## config.mk

```make
export PLATFORM = sky130hd
export DESIGN_NAME = cnn_mul_share_arb_flat
export DESIGN_NICKNAME = d
export VERILOG_FILES = /design/src/rtl/cnn_mul_share_arb_if.sv /design/src/rtl/cnn_mul_share_arb.sv /design/src/flat_wrapper.sv
export SDC_FILE = /design/constraint.sdc
export NUM_CORES = 1
export LEC_CHECK = 0
export CORE_UTILIZATION = 50
export DETAILED_ROUTE_END_ITERATION = 12
export GPL_TIMING_DRIVEN = 0
export PLACE_DENSITY = 0.77
export SLEW_MARGIN = 0
export SYNTH_ARGS = -nofsm -noshare
export SYNTH_HDL_FRONTEND = slang
export SYNTH_SLANG_ARGS = --single-unit
```

## constraint.sdc

```tcl
create_clock -name ap_clk -period 7.1 [get_ports ap_clk]
set_clock_uncertainty 0.15 [all_clocks]
set_input_delay 0.71 -clock ap_clk [delete_from_list [all_inputs] [get_ports ap_clk]]
set_output_delay 0.71 -clock ap_clk [all_outputs]
set_load 0.005 [all_outputs]
```

## src/rtl/cnn_mul_share_arb_if.sv

```systemverilog
// Handshake bundle for cnn_mul_share_arb.
// Carries the requester term channels (valid/ready/a/b/last), the shared multiplier
// operand/product wires and the result channel (valid/ready/data/id).
// slave  : the arbiter side (consumes terms and products, produces results and operands).
// master : the environment side (requesters, external multiplier and result consumer).
interface cnn_mul_share_arb_if #(
  parameter int unsigned NUM_REQ = 4,
  parameter int unsigned IDX_W   = 2,
  parameter int unsigned A_W     = 9,
  parameter int unsigned B_W     = 14,
  parameter int unsigned P_W     = 23,
  parameter int unsigned ACC_W   = 32
);

  logic [NUM_REQ-1:0]     req_valid;
  logic [NUM_REQ-1:0]     req_ready;
  logic [NUM_REQ*A_W-1:0] req_a;
  logic [NUM_REQ*B_W-1:0] req_b;
  logic [NUM_REQ-1:0]     req_last;

  logic [A_W-1:0]         mul_din0;
  logic [B_W-1:0]         mul_din1;
  logic [P_W-1:0]         mul_dout;

  logic                   res_valid;
  logic                   res_ready;
  logic [ACC_W-1:0]       res_data;
  logic [IDX_W-1:0]       res_id;

  modport slave (
    input  req_valid, req_a, req_b, req_last, mul_dout, res_ready,
    output req_ready, mul_din0, mul_din1, res_valid, res_data, res_id
  );

  modport master (
    output req_valid, req_a, req_b, req_last, mul_dout, res_ready,
    input  req_ready, mul_din0, mul_din1, res_valid, res_data, res_id
  );

endinterface

```

## src/rtl/cnn_mul_share_arb.sv

```systemverilog
// Shares one external signed A_W x B_W combinational multiplier among NUM_REQ dot-product
// requesters. A round-robin arbiter accepts at most one term per cycle into an operand
// register (S1) that drives the multiplier; on the following edge the product is added to
// the requester's accumulator. A term flagged last emits the finished sum with its id.
//
// Ports:
//   ap_clk  - clock, all state on the rising edge
//   ap_rst  - synchronous active-high reset
//   bus     - cnn_mul_share_arb_if.slave:
//               req_valid/req_ready/req_a/req_b/req_last : per-requester term channel
//               mul_din0/mul_din1 -> mul_dout            : shared multiplier
//               res_valid/res_ready/res_data/res_id      : result channel
module cnn_mul_share_arb #(
  parameter int unsigned NUM_REQ = 4,
  parameter int unsigned IDX_W   = 2,
  parameter int unsigned A_W     = 9,
  parameter int unsigned B_W     = 14,
  parameter int unsigned P_W     = 23,
  parameter int unsigned ACC_W   = 32
) (
  input  logic                ap_clk,
  input  logic                ap_rst,
  cnn_mul_share_arb_if.slave  bus
);

  // Result slot holds an unconsumed sum: freeze the whole pipeline.
  logic               stall;

  logic               grant_vld;
  logic [IDX_W-1:0]   grant_id;
  logic [IDX_W-1:0]   cand;
  logic [NUM_REQ-1:0] req_ready;

  logic               s1_valid_q, s1_valid_d;
  logic [A_W-1:0]     s1_a_q, s1_a_d;
  logic [B_W-1:0]     s1_b_q, s1_b_d;
  logic               s1_last_q, s1_last_d;
  logic [IDX_W-1:0]   s1_id_q, s1_id_d;

  // Index of the most recently granted requester; search starts just after it.
  logic [IDX_W-1:0]   ptr_q, ptr_d;

  logic [ACC_W-1:0]   acc_q [NUM_REQ];
  logic [ACC_W-1:0]   acc_d [NUM_REQ];

  logic               res_valid_q, res_valid_d;
  logic [ACC_W-1:0]   res_data_q, res_data_d;
  logic [IDX_W-1:0]   res_id_q, res_id_d;

  logic [ACC_W-1:0]   prod_ext;
  logic [ACC_W-1:0]   sum;

  assign stall = res_valid_q & ~bus.res_ready;

  // Round-robin search ptr+1, ptr+2, ... modulo NUM_REQ; first valid requester wins.
  // No grant while reset is asserted so a requester never sees a handshake that reset drops.
  always_comb begin
    grant_vld = 1'b0;
    grant_id  = '0;
    cand      = '0;
    for (int unsigned off = 1; off <= NUM_REQ; off++) begin
      cand = IDX_W'((32'(ptr_q) + off) % NUM_REQ);
      if (!grant_vld && bus.req_valid[cand]) begin
        grant_vld = 1'b1;
        grant_id  = cand;
      end
    end
    if (stall || ap_rst) begin
      grant_vld = 1'b0;
    end
  end

  always_comb begin
    req_ready = '0;
    if (grant_vld) begin
      req_ready[grant_id] = 1'b1;
    end
  end

  assign bus.req_ready = req_ready;

  // Operands are zeroed while S1 is empty so the multiplier input stays quiet.
  assign bus.mul_din0 = s1_valid_q ? s1_a_q : '0;
  assign bus.mul_din1 = s1_valid_q ? s1_b_q : '0;

  // Size cast of a signed value sign-extends the product to the accumulator width.
  assign prod_ext = ACC_W'($signed(bus.mul_dout));
  assign sum      = acc_q[s1_id_q] + prod_ext;

  always_comb begin
    s1_valid_d  = s1_valid_q;
    s1_a_d      = s1_a_q;
    s1_b_d      = s1_b_q;
    s1_last_d   = s1_last_q;
    s1_id_d     = s1_id_q;
    ptr_d       = ptr_q;
    acc_d       = acc_q;
    res_valid_d = res_valid_q;
    res_data_d  = res_data_q;
    res_id_d    = res_id_q;

    if (!stall) begin
      // Operand capture for the granted requester.
      s1_valid_d = grant_vld;
      if (grant_vld) begin
        s1_a_d    = bus.req_a[grant_id*A_W +: A_W];
        s1_b_d    = bus.req_b[grant_id*B_W +: B_W];
        s1_last_d = bus.req_last[grant_id];
        s1_id_d   = grant_id;
        ptr_d     = grant_id;
      end

      // Not stalled means the result slot is empty or being consumed this edge.
      res_valid_d = 1'b0;

      // Accumulate; a last term retires the sum and clears the accumulator.
      if (s1_valid_q) begin
        if (s1_last_q) begin
          acc_d[s1_id_q] = '0;
          res_valid_d    = 1'b1;
          res_data_d     = sum;
          res_id_d       = s1_id_q;
        end else begin
          acc_d[s1_id_q] = sum;
        end
      end
    end
  end

  always_ff @(posedge ap_clk) begin
    if (ap_rst) begin
      s1_valid_q  <= 1'b0;
      s1_a_q      <= '0;
      s1_b_q      <= '0;
      s1_last_q   <= 1'b0;
      s1_id_q     <= '0;
      ptr_q       <= IDX_W'(NUM_REQ - 1);
      for (int i = 0; i < NUM_REQ; i++) begin
        acc_q[i] <= '0;
      end
      res_valid_q <= 1'b0;
      res_data_q  <= '0;
      res_id_q    <= '0;
    end else begin
      s1_valid_q  <= s1_valid_d;
      s1_a_q      <= s1_a_d;
      s1_b_q      <= s1_b_d;
      s1_last_q   <= s1_last_d;
      s1_id_q     <= s1_id_d;
      ptr_q       <= ptr_d;
      for (int i = 0; i < NUM_REQ; i++) begin
        acc_q[i] <= acc_d[i];
      end
      res_valid_q <= res_valid_d;
      res_data_q  <= res_data_d;
      res_id_q    <= res_id_d;
    end
  end

  assign bus.res_valid = res_valid_q;
  assign bus.res_data  = res_data_q;
  assign bus.res_id    = res_id_q;

endmodule

```

## src/flat_wrapper.sv

```systemverilog
// flat-port wrapper written by rule: the top's interface ports become plain ports
module cnn_mul_share_arb_flat 
#(
  parameter int unsigned NUM_REQ = 4,
  parameter int unsigned IDX_W   = 2,
  parameter int unsigned A_W     = 9,
  parameter int unsigned B_W     = 14,
  parameter int unsigned P_W     = 23,
  parameter int unsigned ACC_W   = 32
)
  (ap_clk, ap_rst, bus_req_valid, bus_req_a, bus_req_b, bus_req_last, bus_mul_dout, bus_res_ready, bus_req_ready, bus_mul_din0, bus_mul_din1, bus_res_valid, bus_res_data, bus_res_id);
  cnn_mul_share_arb_if #(.NUM_REQ(NUM_REQ), .IDX_W(IDX_W), .A_W(A_W), .B_W(B_W), .P_W(P_W), .ACC_W(ACC_W)) bus_i ();
  input  logic ap_clk;
  input  logic ap_rst;
  input wire logic [$bits(bus_i.req_valid)-1:0] bus_req_valid;
  input wire logic [$bits(bus_i.req_a)-1:0] bus_req_a;
  input wire logic [$bits(bus_i.req_b)-1:0] bus_req_b;
  input wire logic [$bits(bus_i.req_last)-1:0] bus_req_last;
  input wire logic [$bits(bus_i.mul_dout)-1:0] bus_mul_dout;
  input wire logic [$bits(bus_i.res_ready)-1:0] bus_res_ready;
  output wire logic [$bits(bus_i.req_ready)-1:0] bus_req_ready;
  output wire logic [$bits(bus_i.mul_din0)-1:0] bus_mul_din0;
  output wire logic [$bits(bus_i.mul_din1)-1:0] bus_mul_din1;
  output wire logic [$bits(bus_i.res_valid)-1:0] bus_res_valid;
  output wire logic [$bits(bus_i.res_data)-1:0] bus_res_data;
  output wire logic [$bits(bus_i.res_id)-1:0] bus_res_id;
  assign bus_i.req_valid = bus_req_valid;
  assign bus_i.req_a = bus_req_a;
  assign bus_i.req_b = bus_req_b;
  assign bus_i.req_last = bus_req_last;
  assign bus_i.mul_dout = bus_mul_dout;
  assign bus_i.res_ready = bus_res_ready;
  assign bus_req_ready = bus_i.req_ready;
  assign bus_mul_din0 = bus_i.mul_din0;
  assign bus_mul_din1 = bus_i.mul_din1;
  assign bus_res_valid = bus_i.res_valid;
  assign bus_res_data = bus_i.res_data;
  assign bus_res_id = bus_i.res_id;
  cnn_mul_share_arb #(.NUM_REQ(NUM_REQ), .IDX_W(IDX_W), .A_W(A_W), .B_W(B_W), .P_W(P_W), .ACC_W(ACC_W)) u_core (.ap_clk(ap_clk), .ap_rst(ap_rst), .bus(bus_i));
endmodule
```

# Yosys cells after proc, flatten, opt, wreduce, memory -nomap -nowiden

Cells that the tools add are included.

Add/sub/neg operators: 5
Multipliers: 2
$lt $le $gt $ge: 8
Shifts and indexed selects: 2
Muxes and demuxes: 33
Bitwise gates (word level): 6
Reductions and logical operators: 12

Operators with widths:

| operator              | number |
|---|---|
| $and A128 B128 Y128   | 1 |
| $bwmux W128           | 1 |
| $mux W128             | 1 |
| $not A128 Y128        | 1 |
| $mux W32              | 3 |
| $bmux W32 S2          | 1 |
| $demux W32 S2         | 1 |
| $shiftx A56 B7 Y14    | 1 |
| $shiftx A36 B7 Y9     | 1 |
| $add A32 B32 Y32      | 1 |
| $lt A2 B3 Y1 const B  | 5 |
| $mux W14              | 1 |
| $mux W1               | 13 |
| $bmux W1 S2           | 5 |
| $mux W9               | 1 |
| $mux W2               | 4 |
| $mul A2 B4 Y6 const B | 1 |
| $logic_and A1 B1 Y1   | 5 |
| $mul A2 B3 Y5 const B | 1 |
| $add A2 B1 Y2 const B | 2 |
| $add A2 B2 Y2 const B | 2 |
| $mux W4               | 1 |
| $reduce_and A2 Y1     | 2 |
| $ge A3 B3 Y1 const B  | 1 |
| other kinds (9)       | 12 |

Bits in registers: 192
Input port bits: 126
Output and inout port bits: 62
Word-level logic and storage cells: 81

# Logic depth before layout (Yosys ltp)

Gate-level depths: netlist of the first run.

Depth in word-level cells: 18
Mapped depth: 14
Gate-level depth less buffers: 11

# Worst setup path before layout of the first run

No wires, ideal clock.

Path kind: register to register
Start point: register u_core.s1_id_q[0]
End point: register u_core.acc_q[122] (netlist name)
Setup time: 129 ps
Arrival: 3,884 ps
Data required time: 6,821 ps
Path slack: 2,936 ps
Stages on the path, launching flop included: 14
Buffers on the path: 2
Period minus slack after synthesis: 4,164 ps
Cells stage by stage: dfxtp_1 -> buf_1 -> buf_1 -> mux4_2 -> ha_1 -> fa_1 -> a211oi_1 -> o211ai_1 -> nand2_1 -> o21ai_2 -> a211oi_1 -> o21ai_1 -> xnor2_1 -> o21ai_0

Longest elaborated chain between the ends: 8
Elaborated cells between the ends (all ways): 14
Classes of those cells: add/sub: 1; order compare: 2; mux: 7; bitwise: 3; reduce/logical: 1

RTL lines:

| item                                                     | RTL line                                                                    | RTL |
|---|---|---|
| from (decl)                                              | cnn_mul_share_arb.sv:38                                                     | `logic [IDX_W-1:0] s1_id_q, s1_id_d;` |
| from (signal assigned)                                   | cnn_mul_share_arb.sv:149                                                    | `s1_id_q <= s1_id_d;` |
| $not A2 Y3 (implied by the code) (*)                     | cnn_mul_share_arb.sv:88, cnn_mul_share_arb.sv:119, cnn_mul_share_arb.sv:124 |  |
| branches (longest 6 deep; another with $add A32 B32 Y32) | n/a                                                                         |  |
| $mux W128 (*)                                            | cnn_mul_share_arb.sv:118                                                    | `if (s1_last_q) begin` |
| to (signal, indexed assignment)                          | cnn_mul_share_arb.sv:152                                                    | `acc_q[i] <= acc_d[i];` |
| to (decl)                                                | cnn_mul_share_arb.sv:43                                                     | `logic [ACC_W-1:0] acc_q [NUM_REQ];` |

Mark *: on every way between the ends. The select of a mux whose other input is x is not followed.
A chain may end at the register's enable or synchronous reset.

# Final worst setup path of the first run

Ends and elaborated chain as after synthesis.

==> results.yml, run 1 <==
routing:
  iteration_count_of_the_initial_detailed_routing_pass: 9
  drc_violation_total_after_the_first_tritonroute_iteration: 948
  routed_wl_mm: 32.1
  ant_nets: 0
  route.detailed.vias_per_inst: 5.87
  vias: 10000
  drc: 2
  detail_route.wl_per_cell_um: 18.8
synth:
  synth_adder_area_share: 0.0411
  syn_avg_cell_area_sq_um: 8.11
  main_combinational_cell_family_by_area_after_synthesis: "simple AND/OR/NAND/NOR gates"
  yosys.area.top_type_share: 0.387
  synth.area.top_cells: "dfxtp_1 (39%), nand2_1 (11%), mux4_2 (7.3%)"
  yosys_warnings: 0
  yosysUniqueCellTypes: 63
  synth-xor-area-share: 0.0246
  fraction_of_the_mapped_netlist_area_in_compound_gates: 0.207
  synth.mux.area_fraction: 0.0738
  synth_simple_gate_area_frac: 0.230
  synth-seq-area-share: 0.387
  synth_area_leader_cell: "dfxtp_1"
  ys.flop_type: "dfxtp_1"
  postSynthCellCount: 1223
  syn-num-nets: 1381
  yosys_register_bits: 192
  netlist_area_sq_um: 9920
  synth.most_common_cell: "nand2_1"
  synth.cells.most_frequent: "nand2_1 (293), dfxtp_1 (192), a21oi_1 (112)"
  synth-edff-count: 0
  asyncSetResetFlopFracSynth: 0
power_and_ir_drop:
  p_leak_nw: 4.77
  internal_power_mw: 2.17
  power.switching_mw: 1.01
  power_switching_share: 0.318
  sequentialPowerShare: 0.382
  power_frac_comb: 0.279
  power-per-cell-area_nw_per_um2: 249
  clock_power_share: 0.339
  power.ir.vdd_worst_mv: 0.159
critical_path:
  critPathCaptureType: "flip-flop"
  critical_path_peak_fanout: 10
  setup.worst_path.start_class: "flip-flop"
  critPathRequiredTime_ns: 7.27
  arrival_worst_endpoint_ns: 5.59
  critPathKind: "reg2reg"
sta:
  max_slew_margin: 0.237
  fmax_ghz: 0.184
  grt_setup_unrepaired: "no"
  finalWorstPathRequiredPeriod_ns: 5.43
  layout_worst_path_cycle_share: 0.764
  timing_max_transition_violations_final: 0
  finalSetupTns_ns: 0
  timing.final.setup_violations: 0
  timing_worst_slew_pin_value_ns: 1.14
  hold_viol_final: 0
clocking:
  cts_repair_resize_count: 0
  worst_setup_hold_path_clk_slew_ns: 0.07
  clk_latency_ns: 0.45
  cts.root.buffer_cell: "clkbuf_16"
  cts_max_path_buffers: 2
  cts_setup_buffers: 0
  cts_tree: "built"
  cts_hold_buf: 0
  cts_buffers: 17
  cts.sinks: 192
  h-tree-depth: 4
placed_design:
  dpl-instance-area_sq_um: 12100
  io_buffer_count: 187
  gp_congestion: 0.963
  dp_hpwl_mm: 23.3
grt:
  via_count_of_the_first_global_routing_pass: 9413
  globalRouteOverflowTotal: 0
  grt_antenna_before_repair: 0
  grt_pass1_wl_mm: 50.0
  grt_start_max_net_pins: 17
  grt.total_usage: 0.322
floorplanning:
  die_width_um: 143
  floorplan.initialDensity: 0.510
  die_span_y_um: 143
  floorplan.core_area_sq_um: 19500
  top_level_ports: 188
  row_count: 51
  fp.dieArea_sq_um: 20400
finish:
  insertedDiodeCount: 0
  area_growth_from_synthesis_to_layout_pct: 28.8
  multi_input_comb_area_sq_um: 5720
  sequential_cell_area_sq_um: 3840
  fill_cells: 1672
  nets: 1587
  final_area_sq_um: 12800
  final_layout_size_suffix_gt1_frac: 0.0520
outcome:
  violated_checks: "DRC"
  run_status: "finished, violations left"
worst_hold_path:
  timing.hold.worst.class: "reg2reg"
run:
  cap_violations: 0
==> sequential cells by signal (all words and copies together), names as in the netlist <==
name                  cells
u_core.s1_valid_q         1
u_core.s1_id_q            2
u_core.s1_a_q             9
u_core.s1_b_q            14
u_core.ptr_q              2
u_core.s1_last_q          1
u_core.bus.res_valid      1
u_core.bus.res_id         2
u_core.acc_q            128
u_core.bus.res_data      32
==> cells in the final DEF (no fill, tap or decap), types with 7 or more instances in the layout <==
cell type        netlist  routed
a211oi_1              10      10
a21o_1                 9       9
a21oi_1              112     112
a22o_1                41      41
a22oi_1                8       8
and2_1                25      25
buf_1                  7       7
clkbuf_1              73      75
clkbuf_16              0      17
clkdlybuf4s50_1        0     187
dfxtp_1              192     192
ha_1                  31      31
inv_1                  8       8
mux4_2                32      32
nand2_1              293     293
nand3_1               35      35
nand3b_1              30      30
nand4_1               13      13
nor2_1                80      80
nor3_1                16      16
o211ai_1               7       7
o21ai_0               96      96
xnor2_1               15      15
xor2_1                11      11
==> per-layer routing <==
layer	routed length [um]	global-route usage	vias to the layer above	part of all wire
li1	-	-	4756	-
met3	2090	0.0433	76	0.065
met4	945	0.122	0	0.029
met1	13800	0.428	4763	0.43
met2	15200	0.530	431	0.47
met5	0	0	-	0
==> metrics by stage <==
step / util / setup slack (ns) / total power [mW] / hold slack, ns / std cells
after detailed placement: 0.623 / 1.69 / 2.11 / 0.291 / 1675
after floorplan: - / 2.94 / 1.77 / 0.270 / 1223
after global placement: 0.623 / 1.75 / 2.09 / 0.280 / 1675
after CTS: 0.656 / 1.66 / 3.17 / 0.305 / 1707
after global routing: 0.656 / 1.36 / 3.32 / 0.322 / 1707
final: 0.656 / 1.67 / 3.19 / 0.301 / 1707
==> cells by family (layout without fill, tap and decap cells) <==
group	after synthesis	count (layout)
flops	192	192
mux	33	33
buf+inv	93	312
simple gates	516	516
fa+ha+maj	32	32
xor+xnor	27	27
compound gates	330	330
==> worst paths after layout <==
path	slack (ns)	to	start	depth (start not counted)
worst max-delay path	1.67	u_core.acc_q[122]$_SDFFE_PP0P_	u_core.s1_id_q[0]$_SDFFE_PP0P_	13
worst min-delay path	0.30	u_core.bus.res_data[18]$_SDFFE_PP0P_	u_core.bus.res_data[18]$_SDFFE_PP0P_	2
worst max register to register	1.67	u_core.acc_q[122]$_SDFFE_PP0P_	u_core.s1_id_q[0]$_SDFFE_PP0P_	13
worst min register to register	0.30	u_core.bus.res_data[18]$_SDFFE_PP0P_	u_core.bus.res_data[18]$_SDFFE_PP0P_	2
==> final cells by class <==
| type | count | area share |
|---|---|---|
| clock inverters | 12 | 0.0159 |
| plain buffers | 85 | 0.0257 |
| repair buffers | 187 | 0.147 |
| well taps | 265 | 0.0260 |
| clock buffers | 20 | 0.0350 |
| flip-flops and latches | 192 | 0.301 |
| multi-input cells | 938 | 0.448 |
| inverters | 8 | 0.00235 |
==> power by group through the flow <==
stage | registers, mW | clock network [mW] | logic, mW
after floorplan | 1.23 | 0 | 0.539
after global placement | 1.24 | 0 | 0.860
after detailed placement | 1.24 | 0 | 0.871
after CTS | 1.21 | 1.08 | 0.879
after global routing | 1.22 | 1.13 | 0.970
final | 1.22 | 1.08 | 0.889
==> worst max-delay path: stages, from the launching register on <==
cell and delay (ns):
dfxtp_1 0.40, buf_1 0.49, buf_1 0.79, mux4_2 0.64, ha_1 0.25, fa_1 0.46
a211oi_1 0.37, o211ai_1 0.23, nand2_1 0.14, o21ai_2 0.15, a211oi_1 0.55, o21ai_1 0.17
xnor2_1 0.34, o21ai_0 0.15
Power figures use the tool's default switching activity.
==> run 2: changes to the inputs <==
==> constraint.sdc (replaced) <==
create_clock -name ap_clk -period 5 [get_ports ap_clk]
set_clock_uncertainty 0.15 [all_clocks]
set_input_delay 0.5 -clock ap_clk [delete_from_list [all_inputs] [get_ports ap_clk]]
set_output_delay 0.5 -clock ap_clk [all_outputs]
set_load 0.005 [all_outputs]
==> run 2 against run 1 <==
Against the previous run:
- the run still ends with DRC left
- first-iteration DRC count fell by 7.1%
- largest cell class unchanged
- cell count did not move
- maximum frequency rose by 16%
- worst setup slack got worse by 1.4 ns
==> results.yml, run 2 (synthesis results as in run 1) <==
placed_design:
  gp_congestion: 0.963
  io_buffer_count: 187
  dpl.cell_count: 1675
  dpl-instance-area_sq_um: 12100
  dp_worst_setup_slack_ns: -0.407
  dp_hpwl_mm: 23.3
sta:
  timing_worst_slew_pin_value_ns: 1.13
  timing_max_transition_violations_final: 0
  fin_worst_hold_slack_ns: 0.301
  fmax_ghz: 0.214
  timing.final.setup_violations: 0
  finalWorstPathRequiredPeriod_ns: 4.68
  max_slew_margin: 0.242
  finalSetupTns_ns: 0
  layout_worst_path_cycle_share: 0.936
  grt_setup_unrepaired: "no"
  hold_viol_final: 0
  worst_slack_ns: 0.319
finish:
  final_layout_size_suffix_gt1_frac: 0.0562
  insertedDiodeCount: 0
  most_used_cells_in_the_layout_excluding_fill_and_tap_cells: "nand2_1 (293), dfxtp_1 (192), clkdlybuf4s50_1 (187), a21oi_1 (112), o21ai_0 (96)"
  area_growth_from_synthesis_to_layout_pct: 28.9
  fin_cells: 1707
  largest-register: "u_core.acc_q"
  final_area_sq_um: 12800
  post-route-util: 0.657
  largest_register_ff_count: 128
  layout.cells.most_common: "nand2_1"
  nets: 1587
power_and_ir_drop:
  power.ir.vdd_worst_mv: 0.227
  total_power_mw: 4.52
  p_leak_nw: 4.79
  power-per-cell-area_nw_per_um2: 353
critical_path:
  critPathRequiredTime_ns: 5.17
  critPathCaptureType: "flip-flop"
  arrival_worst_endpoint_ns: 4.85
  setup.worst_path.start_class: "flip-flop"
  critPathKind: "reg2reg"
  slowest_delay_ns: 0.60
  critical_path.cell_chain: "buf_2 > buf_2 > mux4_2 > ha_1 > fa_1 > a211oi_1 > o211ai_1 > nand2_1 > o21ai_2 > a211oi_2 > o21ai_1 > xnor2_1 > o21ai_0"
  worst-r2r-cell-count: 13
  worst_path_max_delay_cell: "mux4_2"
  critical_path_peak_fanout: 10
  timing.critical_path.mode_cell: "buf_2"
floorplanning:
  row_count: 51
  floorplan.initialDensity: 0.510
  die_width_um: 143
  die_span_y_um: 143
  top_level_ports: 188
  floorplan.core_area_sq_um: 19500
  fp.dieArea_sq_um: 20400
clocking:
  cts_hold_buf: 0
  clk_latency_ns: 0.45
  worst_setup_hold_path_clk_slew_ns: 0.07
  cts_max_path_buffers: 2
  h-tree-depth: 4
  cts.root.buffer_cell: "clkbuf_16"
  cts_tree: "built"
  cts_setup_buffers: 0
  cts.sinks: 192
  cts_buffers: 17
routing:
  ant_nets: 0
  iteration_count_of_the_initial_detailed_routing_pass: 10
  routed_wl_mm: 31.9
  drc_violation_total_after_the_first_tritonroute_iteration: 881
  route.detailed.vias_per_inst: 5.84
  drc: 2
  vias: 9969
  detail_route.wl_per_cell_um: 18.7
grt:
  grt.total_usage: 0.322
  globalRouteOverflowTotal: 0
  grt_pass1_wl_mm: 50.0
  via_count_of_the_first_global_routing_pass: 9430
  grt_antenna_before_repair: 0
  grt_start_max_net_pins: 17
run:
  cap_violations: 0
outcome:
  violated_checks: "DRC"
  run_status: "finished, violations left"
worst_hold_path:
  timing.hold.worst.class: "reg2reg"
  worst_hold_path.num_cells: 2
[run 2: worst max-delay path: cells and delay by family (launching register included)]
kind / cells / cell delay [ns]
flops: 1 / 0.40
compound gates: 6 / 1.47
fa+ha+maj: 2 / 0.71
xor+xnor: 1 / 0.33
mux: 1 / 0.60
buf+inv: 2 / 0.73
simple gates: 1 / 0.15
[run 2: worst paths after layout]
check | endpoint | start | slack [ns]
max | u_core.acc_q[122]$_SDFFE_PP0P_ | u_core.s1_id_q[0]$_SDFFE_PP0P_ | 0.32
min | u_core.bus.res_data[18]$_SDFFE_PP0P_ | u_core.bus.res_data[18]$_SDFFE_PP0P_ | 0.30
max reg2reg | u_core.acc_q[122]$_SDFFE_PP0P_ | u_core.s1_id_q[0]$_SDFFE_PP0P_ | 0.32
min reg2reg | u_core.bus.res_data[18]$_SDFFE_PP0P_ | u_core.bus.res_data[18]$_SDFFE_PP0P_ | 0.30
[run 2: power breakdown]
part	switching (mW)	total (mW)	internal, mW
clock	0.624	1.53	0.906
combinational	0.738	1.26	0.523
sequential	0.0679	1.73	1.66
total	1.43	4.52	3.09
[run 2: layer usage]
| layer | global-route usage | vias up | share of wire | routed length (um) |
|---|---|---|---|---|
| li1 | - | 4753 | - | - |
| met1 | 0.428 | 4722 | 0.43 | 13600 |
| met2 | 0.531 | 417 | 0.47 | 15100 |
| met3 | 0.0436 | 77 | 0.069 | 2190 |
| met4 | 0.122 | 0 | 0.033 | 1050 |
| met5 | 0 | - | 0 | 0 |
[run 2: area by class of cell]
| cell class | count | area (sq um) |
|---|---|---|
| clock buffer | 20 | 447 |
| clock inverter | 12 | 203 |
| timing repair buffer | 187 | 1870 |
| inverter | 8 | 30.0 |
| sequential | 192 | 3840 |
| fill | 1666 | 6670 |
| multi-input combinational | 938 | 5720 |
| buffer | 85 | 340 |
| tap | 265 | 332 |
[run 2: timing repair]
action	in CTS	in global routing
setup endpoints to repair	41	18
cloned	0	0
gates resized for setup	6	5
==> run 3: changes to the inputs <==
==> constraint.sdc (replaced) <==
create_clock -name ap_clk -period 5 [get_ports ap_clk]
set_clock_uncertainty 0.15 [all_clocks]
set_input_delay 0.5 -clock ap_clk [delete_from_list [all_inputs] [get_ports ap_clk]]
set_output_delay 0.5 -clock ap_clk [all_outputs]
set_load 0.02 [all_outputs]
==> results of run 3 <==
Same layout as run 2 (identical final DEF). Status: finished, violations left: DRC.
Main changes from that run: total power 4.52 mW -> 4.58 mW
